File: src/rtl/controlador_memoria_instrucoes.sv
// Instruction-memory port controller: boots memory from a loader stream, then serves CPU fetches until HALT.
// Optional build macro CICLOS_EXEC_EN enables the EXEC-cycle counter on ciclos_exec.
module controlador_memoria_instrucoes #(
    parameter int         PROFUNDIDADE = 141,
    parameter int         END_INICIAL  = 1,
    parameter logic [4:0] OPCODE_HALT  = 5'd18
) (
    input  logic        clock,
    input  logic        reset,
    input  logic        carga_valido,
    input  logic [31:0] carga_dado,
    input  logic        carga_fim,
    output logic        carga_pronto,
    input  logic        busca_req,
    input  logic [31:0] busca_endereco,
    output logic        busca_ack,
    output logic [31:0] busca_instrucao,
    output logic [31:0] mem_endereco,
    output logic [31:0] mem_dado,
    output logic        mem_escrita,
    input  logic [31:0] mem_instrucao,
    output logic        cpu_habilitado,
    output logic        parado,
    output logic        erro_endereco,
    output logic [9:0]  palavras_carregadas,
    output logic [31:0] ciclos_exec
);

    typedef enum logic [1:0] {
        CARGA  = 2'd0,
        EXEC   = 2'd1,
        PARADO = 2'd2
    } estado_t;

    localparam logic [9:0]  PONTEIRO_INICIAL = 10'(END_INICIAL);
    localparam logic [9:0]  PONTEIRO_ULTIMO  = 10'(PROFUNDIDADE - 1);
    localparam logic [31:0] LIMITE_ENDERECO  = 32'(PROFUNDIDADE);

    estado_t     estado_q, estado_d;
    logic [9:0]  ponteiro_q, ponteiro_d;
    logic [9:0]  palavras_q, palavras_d;
    logic        ack_q, ack_d;
    logic [31:0] instr_q, instr_d;
    logic        erro_q, erro_d;

    logic        pronto;
    logic        aceita;
    logic        halt_visto;
    logic        busca_aceita;
    logic        fora_limite;
    logic        recarga;

    assign pronto       = (estado_q == CARGA);
    // Reset also suppresses the write strobe so a word presented during reset never lands in memory.
    assign aceita       = carga_valido & pronto & ~reset;
    assign halt_visto   = ack_q & (instr_q[31:27] == OPCODE_HALT);
    // No new fetch is taken while the HALT response is on the bus; the CPU is being stopped.
    assign busca_aceita = (estado_q == EXEC) & busca_req & ~halt_visto;
    assign fora_limite  = (busca_endereco >= LIMITE_ENDERECO);
    assign recarga      = (estado_q == PARADO) & carga_valido;

    // State register
    always_ff @(posedge clock) begin
        if (reset) begin
            estado_q <= CARGA;
        end else begin
            estado_q <= estado_d;
        end
    end

    // Next-state logic
    always_comb begin
        estado_d = estado_q;
        case (estado_q)
            CARGA: begin
                if (aceita && (carga_fim || (ponteiro_q == PONTEIRO_ULTIMO))) begin
                    estado_d = EXEC;
                end
            end
            EXEC: begin
                if (halt_visto) begin
                    estado_d = PARADO;
                end
            end
            PARADO: begin
                if (carga_valido) begin
                    estado_d = CARGA;
                end
            end
            default: estado_d = CARGA;
        endcase
    end

    // Output logic
    always_comb begin
        carga_pronto   = pronto;
        cpu_habilitado = (estado_q == EXEC);
        parado         = (estado_q == PARADO);
        mem_escrita    = aceita;
        mem_dado       = aceita ? carga_dado : 32'h0;
        case (estado_q)
            CARGA:   mem_endereco = {22'h0, ponteiro_q};
            EXEC:    mem_endereco = busca_endereco;
            default: mem_endereco = 32'h0;
        endcase
    end

    // Datapath next-state: load pointer/count, fetch response, sticky address error
    always_comb begin
        ponteiro_d = ponteiro_q;
        palavras_d = palavras_q;
        if (aceita) begin
            ponteiro_d = ponteiro_q + 10'd1;
            palavras_d = palavras_q + 10'd1;
        end
        if (recarga) begin
            ponteiro_d = PONTEIRO_INICIAL;
            palavras_d = 10'd0;
        end
        ack_d   = busca_aceita;
        instr_d = 32'h0;
        if (busca_aceita && !fora_limite) begin
            instr_d = mem_instrucao;
        end
        erro_d = erro_q | (busca_aceita & fora_limite);
    end

    always_ff @(posedge clock) begin
        if (reset) begin
            ponteiro_q <= PONTEIRO_INICIAL;
            palavras_q <= 10'd0;
            ack_q      <= 1'b0;
            instr_q    <= 32'h0;
            erro_q     <= 1'b0;
        end else begin
            ponteiro_q <= ponteiro_d;
            palavras_q <= palavras_d;
            ack_q      <= ack_d;
            instr_q    <= instr_d;
            erro_q     <= erro_d;
        end
    end

    assign busca_ack           = ack_q;
    assign busca_instrucao     = instr_q;
    assign erro_endereco       = erro_q;
    assign palavras_carregadas = palavras_q;

`ifdef CICLOS_EXEC_EN
    logic [31:0] ciclos_q, ciclos_d;

    // Free-running wrap at 2^32; restarts with each new program load.
    always_comb begin
        ciclos_d = ciclos_q;
        if (estado_q == EXEC) begin
            ciclos_d = ciclos_q + 32'd1;
        end else if (recarga) begin
            ciclos_d = 32'h0;
        end
    end

    always_ff @(posedge clock) begin
        if (reset) begin
            ciclos_q <= 32'h0;
        end else begin
            ciclos_q <= ciclos_d;
        end
    end

    assign ciclos_exec = ciclos_q;
`else
    assign ciclos_exec = 32'h0;
`endif

endmodule

File: config.mk
export PLATFORM = sky130hd
export DESIGN_NAME = controlador_memoria_instrucoes
export DESIGN_NICKNAME = d
export VERILOG_FILES = /design/src/rtl/controlador_memoria_instrucoes.sv
export SDC_FILE = /design/constraint.sdc
export NUM_CORES = 1
export LEC_CHECK = 0
export ABC_AREA = 0
export BUFFER_PORTS_ARGS = -buffer_cell sky130_fd_sc_hd__buf_4
export CORE_AREA = 2 2 95 97
export CTS_CLUSTER_DIAMETER = 60
export DETAILED_ROUTE_END_ITERATION = 8
export DIE_AREA = 0 0 97 99
export GPL_ROUTABILITY_DRIVEN = 0
export GPL_TIMING_DRIVEN = 0
export MAX_ROUTING_LAYER = met4
export PLACE_DENSITY = 0.77
export SYNTH_ARGS = -nofsm -noshare
export SYNTH_HDL_FRONTEND = slang
export SYNTH_SLANG_ARGS = --single-unit
File: constraint.sdc
create_clock -name clock -period 1.97 [get_ports clock]
set_input_delay 0.394 -clock clock [delete_from_list [all_inputs] [get_ports clock]]
set_output_delay 0.394 -clock clock [all_outputs]
set_load 0.005 [all_outputs]
==> results.md, run 1 <==
Run status:
- The flow ran to the end, but the final reports show violations.
- The checks that failed: negative setup slack.

Synthesis:
- The Yosys step of the flow raised 0 warnings.
- The share of synthesized area in the top cell type comes to about two fifths.
- Ranked by total cell area, the synthesized netlist is headed by sky130_fd_sc_hd__dfxtp_1 (39%), sky130_fd_sc_hd__and2_1 (12%), sky130_fd_sc_hd__buf_4 (8.3%).
- The count of unique library cells instantiated by Yosys is 45.
- The cell count after synthesis is 355.
- Among all cell types in the netlist, the one instantiated most often is sky130_fd_sc_hd__dfxtp_1.
- The cell accounting for the most synthesized area is sky130_fd_sc_hd__dfxtp_1.
- Summing the sequential cell areas from Yosys gives between 30% and 40% of the chip area.
- The number of synthesized flops with an enable pin is 0.
- The async set-reset flop share out of synthesis is 0%.
- Dividing the synthesized area by the synthesized cell count gives 8.16 um2.
- The post-synthesis cell area is ~2900 um2.
- The flip-flop cell with the highest count after synthesis is sky130_fd_sc_hd__dfxtp_1.
- Sorting the synthesized cells by how often they occur yields sky130_fd_sc_hd__dfxtp_1 (56), sky130_fd_sc_hd__and2_1 (55), sky130_fd_sc_hd__inv_1 (36).
- Counting flops and latches in the post-synthesis netlist gives between 50 and 60.

Clock tree:
- CTS built an H-tree with a depth of 2.
- Clock tree synthesis found a total of 56 sinks.
- TritonCTS built the clock tree.
- In this run the deepest clock path goes through 2 buffers.
- Clock-pin slew was measured on the worst setup and hold paths at around 0.11 ns.
- TritonCTS created 5 clock buffers.
- At the later pin of the worst-skew pair, clock insertion delay measures 0.31 ns.
- The clock root buffer is sky130_fd_sc_hd__clkbuf_8.

Critical path:
- The worst setup path is of the reg -> out kind.
- The critical path capture point type is an output pin.
- The slowest stage of the critical path belongs to the cell sky130_fd_sc_hd__or4b_4.
- Data on the critical path arrives at its endpoint at approximately 1.7 ns.
- Walking the worst path, the cells encountered are or4b_4 > clkinv_8 > buf_8 > and2_4 > buf_6.
- The startpoint type of the worst setup path is a register.
- In this run the worst path has a maximum fanout of 5.
- On the worst path, the slowest cell contributes a delay of 0.59 ns.
- The required arrival time at the worst endpoint is around 1.6 ns.

Place:
- At the placement stage, the worst setup path has a slack of -0.253 ns.
- After detailed placement, the design holds a cell count of a little over 700.
- Input and output buffers added on the ports amount to 211.
- The half-perimeter wire length after placement is around 7700 um.
- After detailed placement, the total cell area comes to ~4700 um2.

Worst hold path:
- The min-delay analysis places its worst path in the category in -> reg.

Global routing:
- The via count of the first global-routing pass came to approximately 3300.
- The first-pass GRT wire length is around 16000 um.
- Global routing finished with a remaining overflow of 0.
- Entering global routing, the biggest net connects 19 pins.
- The initial antenna violation count is 0.
- Global routing used 20.5% of the available tracks across all layers.

Cells and area:
- The multi-input combinational cells in the finished layout cover a total of around 1500 um2.
- In the final design database the tool counted about 720 nets.
- The fraction of final layout cells with drive strength greater than 1 is about 52%.
- The filler cells instantiated in the layout total 744.
- At the end of the flow the core is filled with cells to between 60 and 70%.
- The area growth from synthesis to layout is 80.9%.
- The area occupied by registers is ~1100 um2.
- The design area is 5240 um2.
- The final non-filler cell total is 729.
- The number of diodes is 0.

Drt:
- The number of routed nets with antenna violations is 0.
- The total number of vias is 3241.
- The DRC violation total after the first TritonRoute iteration is 90.
- The number of remaining DRC errors is 0.
- The total wirelength of the detailed-routed design is 9950 um.
- The final routed wire length divided by cell count is between 10 and 15 um.
- The first TritonRoute pass finished after 4 iterations.
- The detailed-route vias per instance is between 4 and 5.

Timing:
- The worst hold-check slack is between 0.3 and 0.4 ns.
- The timing-limited maximum frequency is approximately 470 MHz.
- The worst clock skew is around 0.0085 ns.
- The count of final setup violators is 32.
- The total negative slack for setup checks is -3.72 ns.
- The count of final hold-check violations was 0.
- In the finished design, the share of the clock period the worst path needs comes to 107%.
- Setup repair after global routing could not meet its margin everywhere.
- The worst setup margin is -0.138 ns.
- The smallest clock period supported by the final layout is computed as between 2 and 2.5 ns.
- The final number of max-transition violations is 0.

Floorplanning:
- Measured along the x axis, the die boundary spans approximately 97 um.
- The floorplan die area is 9600 um2.
- The floorplan step set the die height to approximately 100 um.
- Row generation in the floorplan step produced 34 rows.
- Once the floorplan was initialized, standard cells occupied between 30% and 40% of the core.
- During I/O placement, the number of pins put on the boundary was approximately 250.
- The standard cell core area is approximately 8600 um2.

Power:
- In this run the power density over the cells is roughly 460 nW/um2.
- For this design the static power due to leakage is 2.71 nW.
- Power comes to 2.43 mW.
- The highest ir drop seen on vdd is 286 uV.

Job:
- The tool flagged a number of max-cap violations equal to 0.
## registers in the layout, indices dropped and copies added (netlist names)
signal,flops
palavras_carregadas,10
ponteiro_q,10
busca_instrucao,32
busca_ack,1
estado_q,2
erro_endereco,1
## critical path, delay by kind of cell, from the launching register on
family                 cells  cell delay, ns
and+or+nand+nor            2            0.74
DFF                        1            0.36
buffers and inverters      3            0.30
## layout by cell type (no fill, tap or decap), types with 9 or more instances in the layout
cell	count
sky130_fd_sc_hd__buf_6	29
sky130_fd_sc_hd__nor2_1	25
sky130_fd_sc_hd__and2_1	26
sky130_fd_sc_hd__inv_1	36
sky130_fd_sc_hd__mux2i_1	10
sky130_fd_sc_hd__conb_1	32
sky130_fd_sc_hd__and2_4	29
sky130_fd_sc_hd__nand2_1	9
sky130_fd_sc_hd__dfxtp_1	55
sky130_fd_sc_hd__buf_4	229
sky130_fd_sc_hd__nor3_1	33
## layer usage
layer  wire length, um  global-route usage, %  vias up
met4               244                   7.48        0
met1              3800                   22.8     1457
met3               567                   3.76       18
li1                  -                      -     1619
met5                 0                      -        -
met2              5330                   36.7      147
## cell type report
class	count	area share, %
repair buffers	228	35.0
multi-input cells	240	29.1
flip-flops and latches	56	21.5
plain buffers	50	6.93
inverters	38	2.96
well taps	108	2.58
clock buffers	5	1.31
clock inverters	3	0.454
repair inverters	1	0.167
## path summary, 6_finish.rpt
path	start	to	slack, ns	cells past startpoint
hold / removal	mem_instrucao[4]	busca_instrucao[4]	0.30	3
setup reg to reg	estado_q[0]	palavras_carregadas[6]	0.07	6
setup / recovery	estado_q[0]	mem_dado[9]	-0.14	5
hold reg to reg	erro_endereco	erro_endereco	0.52	1
## kinds of logic after synthesis
group,count (synthesis),synth area share [%]
AO/OA/AOI/OAI,21,4.93
XOR/XNOR,11,3.33
adder cells (fa/ha/maj),3,1.30
buffers and inverters,90,16.4
flip-flops,56,38.7
multiplexers,10,3.46
other,1,0.130
AND/OR/NAND/NOR,163,31.8
## where the power goes
part / internal, mW / total, mW / switching (mW)
logic: 0.403 / 0.638 / 0.235
registers: 1.14 / 1.16 / 0.0152
clock network: 0.253 / 0.637 / 0.384
## timing repair
item,4_1_cts,5_1_grt
buffers inserted,8,8
gates resized for setup,78,16
cloned,4,0
hold buffers,0,0
setup endpoints to repair,92,95
pin swaps,28,6
(Power assumes the default switching activity.)
==> inputs of run 2 (changes only) <==
- SETUP_SLACK_MARGIN: not set -> 0.3
- clock period: 1.97 -> 2.4 ns (I/O delays scaled with it)
==> run 2 against run 1 <==
  * The run now ends clean
  * Routed wire length is 2.6% higher
  * Final area is 1.1% higher
  * First-iteration DRC count is 26% higher
  * Register-to-register slack better by 0.25 ns
  * Highest routed layer unchanged
  * Non-clock buffer count is 2 lower
  * Core utilization is 0.70 points higher
  * Combinational power is 16% lower
  * Flip-flop and latch count stayed put
  * Critical path type unchanged
  * Final cell count is 0.41% lower
==> results.md, run 2 (synthesis results as in run 1) <==
Power:
- The highest ir drop seen on vdd is 378 uV (+32%).
- The clock network fraction of design power is 35.4% (+9.2 points).
- The part of the power in combinational logic is 23.2% (-3.0 points).
- The net load switching power is 506 uW (-20%).
- The portion of total power attributed to sequential cells is 41.3% (-6.3 points).
- The leakage power was 2.75 nW (+1.3%).
- The internal power of the cells is 1.80 mW (-0.13%).
- The total power draw is 2.30 mW (-5.4%).
- The net switching share of the total power is 22.0% (-4.1 points).
- The power density over the cells is 435 nW/um2 (-6.5%).

Place:
- The cell area reported after detailed placement came to 4730 um2 (about the same).
- The number of port buffers was 211 (unchanged).
- The half-perimeter wire length after placement is 7710 um (about the same).

Floorplanning:
- The chip height was 99 um (unchanged).
- The floorplan die area came to 9600 um2 (unchanged).
- The effective utilization at floorplan is 33.9% (unchanged).
- The top-level port count is 245 (unchanged).
- The standard cell core area is 8550 um2 (unchanged).
- The width of the chip came to 97 um (unchanged).
- The site row count was 34 (unchanged).

Critical path:
- The worst setup path is captured at an output pin.
- The required arrival time at the worst endpoint is 1.92 ns (+0.34 ns).
- The critical path's top delay family is simple AND/OR/NAND/NOR gates.
- The minimum setup slack among reg-to-reg paths is 0.32 ns (+0.25 ns).
- The buffer and inverter count on the worst path came to 4 (+1).
- The logic depth of the worst register-to-register path is 8 (+2).
- The signal on the critical path passes through buf_6 > or4b_4 > clkinv_8 > buf_8 > and2_4 > buf_6.
- The worst register-to-register path begins at estado_q[0].
- The cell repeated most along the worst path is sky130_fd_sc_hd__buf_6.
- The endpoint identified for the worst register-to-register timing path is palavras_carregadas[9].
- The maximum fanout count along the critical path is 8 (+3).
- The critical path arrival is 1.78 ns (+0.07 ns).
- The startpoint type of the worst setup path is a register.
- The slowest stage of the critical path is the sky130_fd_sc_hd__or4b_4 cell.
- The worst setup path is of the reg -> out kind.
- The maximum single-stage delay on the critical path is 0.57 ns (-0.02 ns).
- The total stage count of the critical path was 6 (+1).

Global routing:
- The via count of the first global-routing pass was 3261 (-0.82%).
- The residual overflow from global routing is 0 (unchanged).
- The pin count of the biggest net entering global routing is 18 (-1).
- The first-pass GRT wire length is 15900 um (+1.3%).
- The initial antenna violation count is 0 (unchanged).
- The total global-route track usage is 20.8% (+0.30 points).

Cells and area:
- The number of flip-flops in the largest register is 32 (unchanged).
- The top cell types in the final layout, fill and taps aside, are sky130_fd_sc_hd__buf_4 (221), sky130_fd_sc_hd__dfxtp_1 (55), sky130_fd_sc_hd__inv_1 (36), sky130_fd_sc_hd__buf_6 (34), sky130_fd_sc_hd__nor3_1 (34).
- The post-layout net count was 721 (-0.41%).
- The fraction of final layout cells with drive strength greater than 1 is 51.5% (-0.073 points).
- The area growth from synthesis to layout is 83.0%.
- The library cell used most frequently in the layout, excluding fill and tap cells, is sky130_fd_sc_hd__buf_4.
- The core utilization of the finished layout is 62.0% (+0.70 points).
- The design area was 5300 um2 (+1.1%).
- The number of diodes came to 0 (unchanged).

Clock tree:
- The total CTS buffers is 5 (unchanged).
- The H-tree level count is 2 (unchanged).
- The hold buffer count at CTS is 0 (unchanged).
- The clock tree buffer depth was 2 (unchanged).
- CTS placed an instance of sky130_fd_sc_hd__clkbuf_8 at the clock tree root.
- The count of clock tree sinks came to 56 (unchanged).
- The clock latency at the later pin of the worst-skew pair is 0.30 ns (about the same).
- TritonCTS built the clock tree.
- The clock-pin slew on the worst setup and hold paths came to 0.10 ns (about the same).

Timing:
- The count of final setup violators came to 0 (-100%).
- Setup repair after global routing could not meet its margin everywhere.
- The worst path uses roughly 94% of the clock period.
- The timing-limited maximum frequency is approximately 440 MHz.
- The count of final hold-check violations is 0 (unchanged).
- The total negative slack for setup checks came to 0 ns (+3.72 ns).
- The worst clock skew was 0.00687 ns (-0.00164 ns).
- The final number of max-transition violations is 0 (unchanged).
- The clock period could shrink to 2.26 ns.

Drt:
- The number of search-and-repair iterations in the first detailed-routing pass is 4 (unchanged).
- The number of remaining DRC errors was 0 (unchanged).
- The total wirelength of the detailed-routed design is 10200 um (+2.6%).
- The final routed wire length divided by cell count is 14.1 um (+3.0%).
- The total number of vias came to 3227 (-0.43%).
- The detailed-route vias per instance is 4.44 (about the same).
- The DRC violation total after the first TritonRoute iteration is 113 (+26%).
- The number of routed nets with antenna violations is 0 (unchanged).

Worst hold path:
- For hold timing, the worst endpoint is busca_instrucao[2].
- The number of cells traversed by the worst hold path came to 3 (unchanged).
- The startpoint identified for the worst hold timing path is mem_instrucao[2].
- The worst hold-check path type is in -> reg.

Job:
- The max-cap check violation count is 0 (unchanged).

Run status:
- The run finished with clean final reports.
## run 2: power by group through the flow
| stage | Clock [mW] | Sequential [mW] | Combinational, mW |
|---|---|---|---|
| 6_report | 0.816 | 0.951 | 0.535 |
| 5_1_grt | 0.874 | 0.954 | 0.577 |
| 4_1_cts | 0.835 | 0.951 | 0.512 |
| 3_5_place_dp | 0 | 0.973 | 0.439 |
| 3_3_place_gp | 0 | 0.972 | 0.433 |
| 2_1_floorplan | 0 | 0.969 | 0.187 |
## run 2: tightest hold or removal path: cells and delay by family
family,cells,cell delay (ns)
buffers and inverters,2,0.15
AND/OR/NAND/NOR,1,0.04
## run 2: area by class of cell
class / instances / area, um2
fillers: 717 / 3250
plain buffers: 52 / 384
flip-flops and latches: 56 / 1120
multi-input cells: 240 / 1520
clock buffers: 5 / 68.8
repair buffers: 224 / 1830
inverters: 38 / 155
clock inverters: 3 / 90.1
well taps: 108 / 135
## run 2: how the worst max path moves through the flow
stage,start,endpoint,slack [ns]
after floorplan,reset,mem_dado[10],0.33
after global placement,reset,mem_dado[20],0.09
after detailed placement,reset,mem_dado[18],0.04
after CTS,estado_q[0],mem_dado[4],0.12
after global routing,estado_q[0],mem_dado[25],0.08
final,estado_q[0],mem_dado[30],0.14
## run 2: stage by stage
stage / worst slack, ns / instances / hold slack (ns)
after floorplan: 0.328 / 386 / 0.474
after global placement: 0.0938 / 705 / 0.471
after detailed placement: 0.0402 / 705 / 0.483
after CTS: 0.118 / 722 / 0.385
after global routing: 0.0768 / 726 / 0.386
final: 0.139 / 726 / 0.397
## run 2: repair_timing
item,4_1_cts,5_1_grt
buffers inserted,6,4
cloned,3,0
setup endpoints to repair,92,84
resized for setup,86,15
pin swaps,33,2
## run 2: per-layer routing
| metal | GRT usage, % | wire, um | vias to the layer above |
|---|---|---|---|
| li1 | - | - | 1619 |
| met1 | 21.0 | 3680 | 1452 |
| met2 | 39.0 | 5500 | 139 |
| met3 | 6.17 | 843 | 17 |
| met4 | 5.63 | 176 | 0 |
| met5 | - | 0 | - |
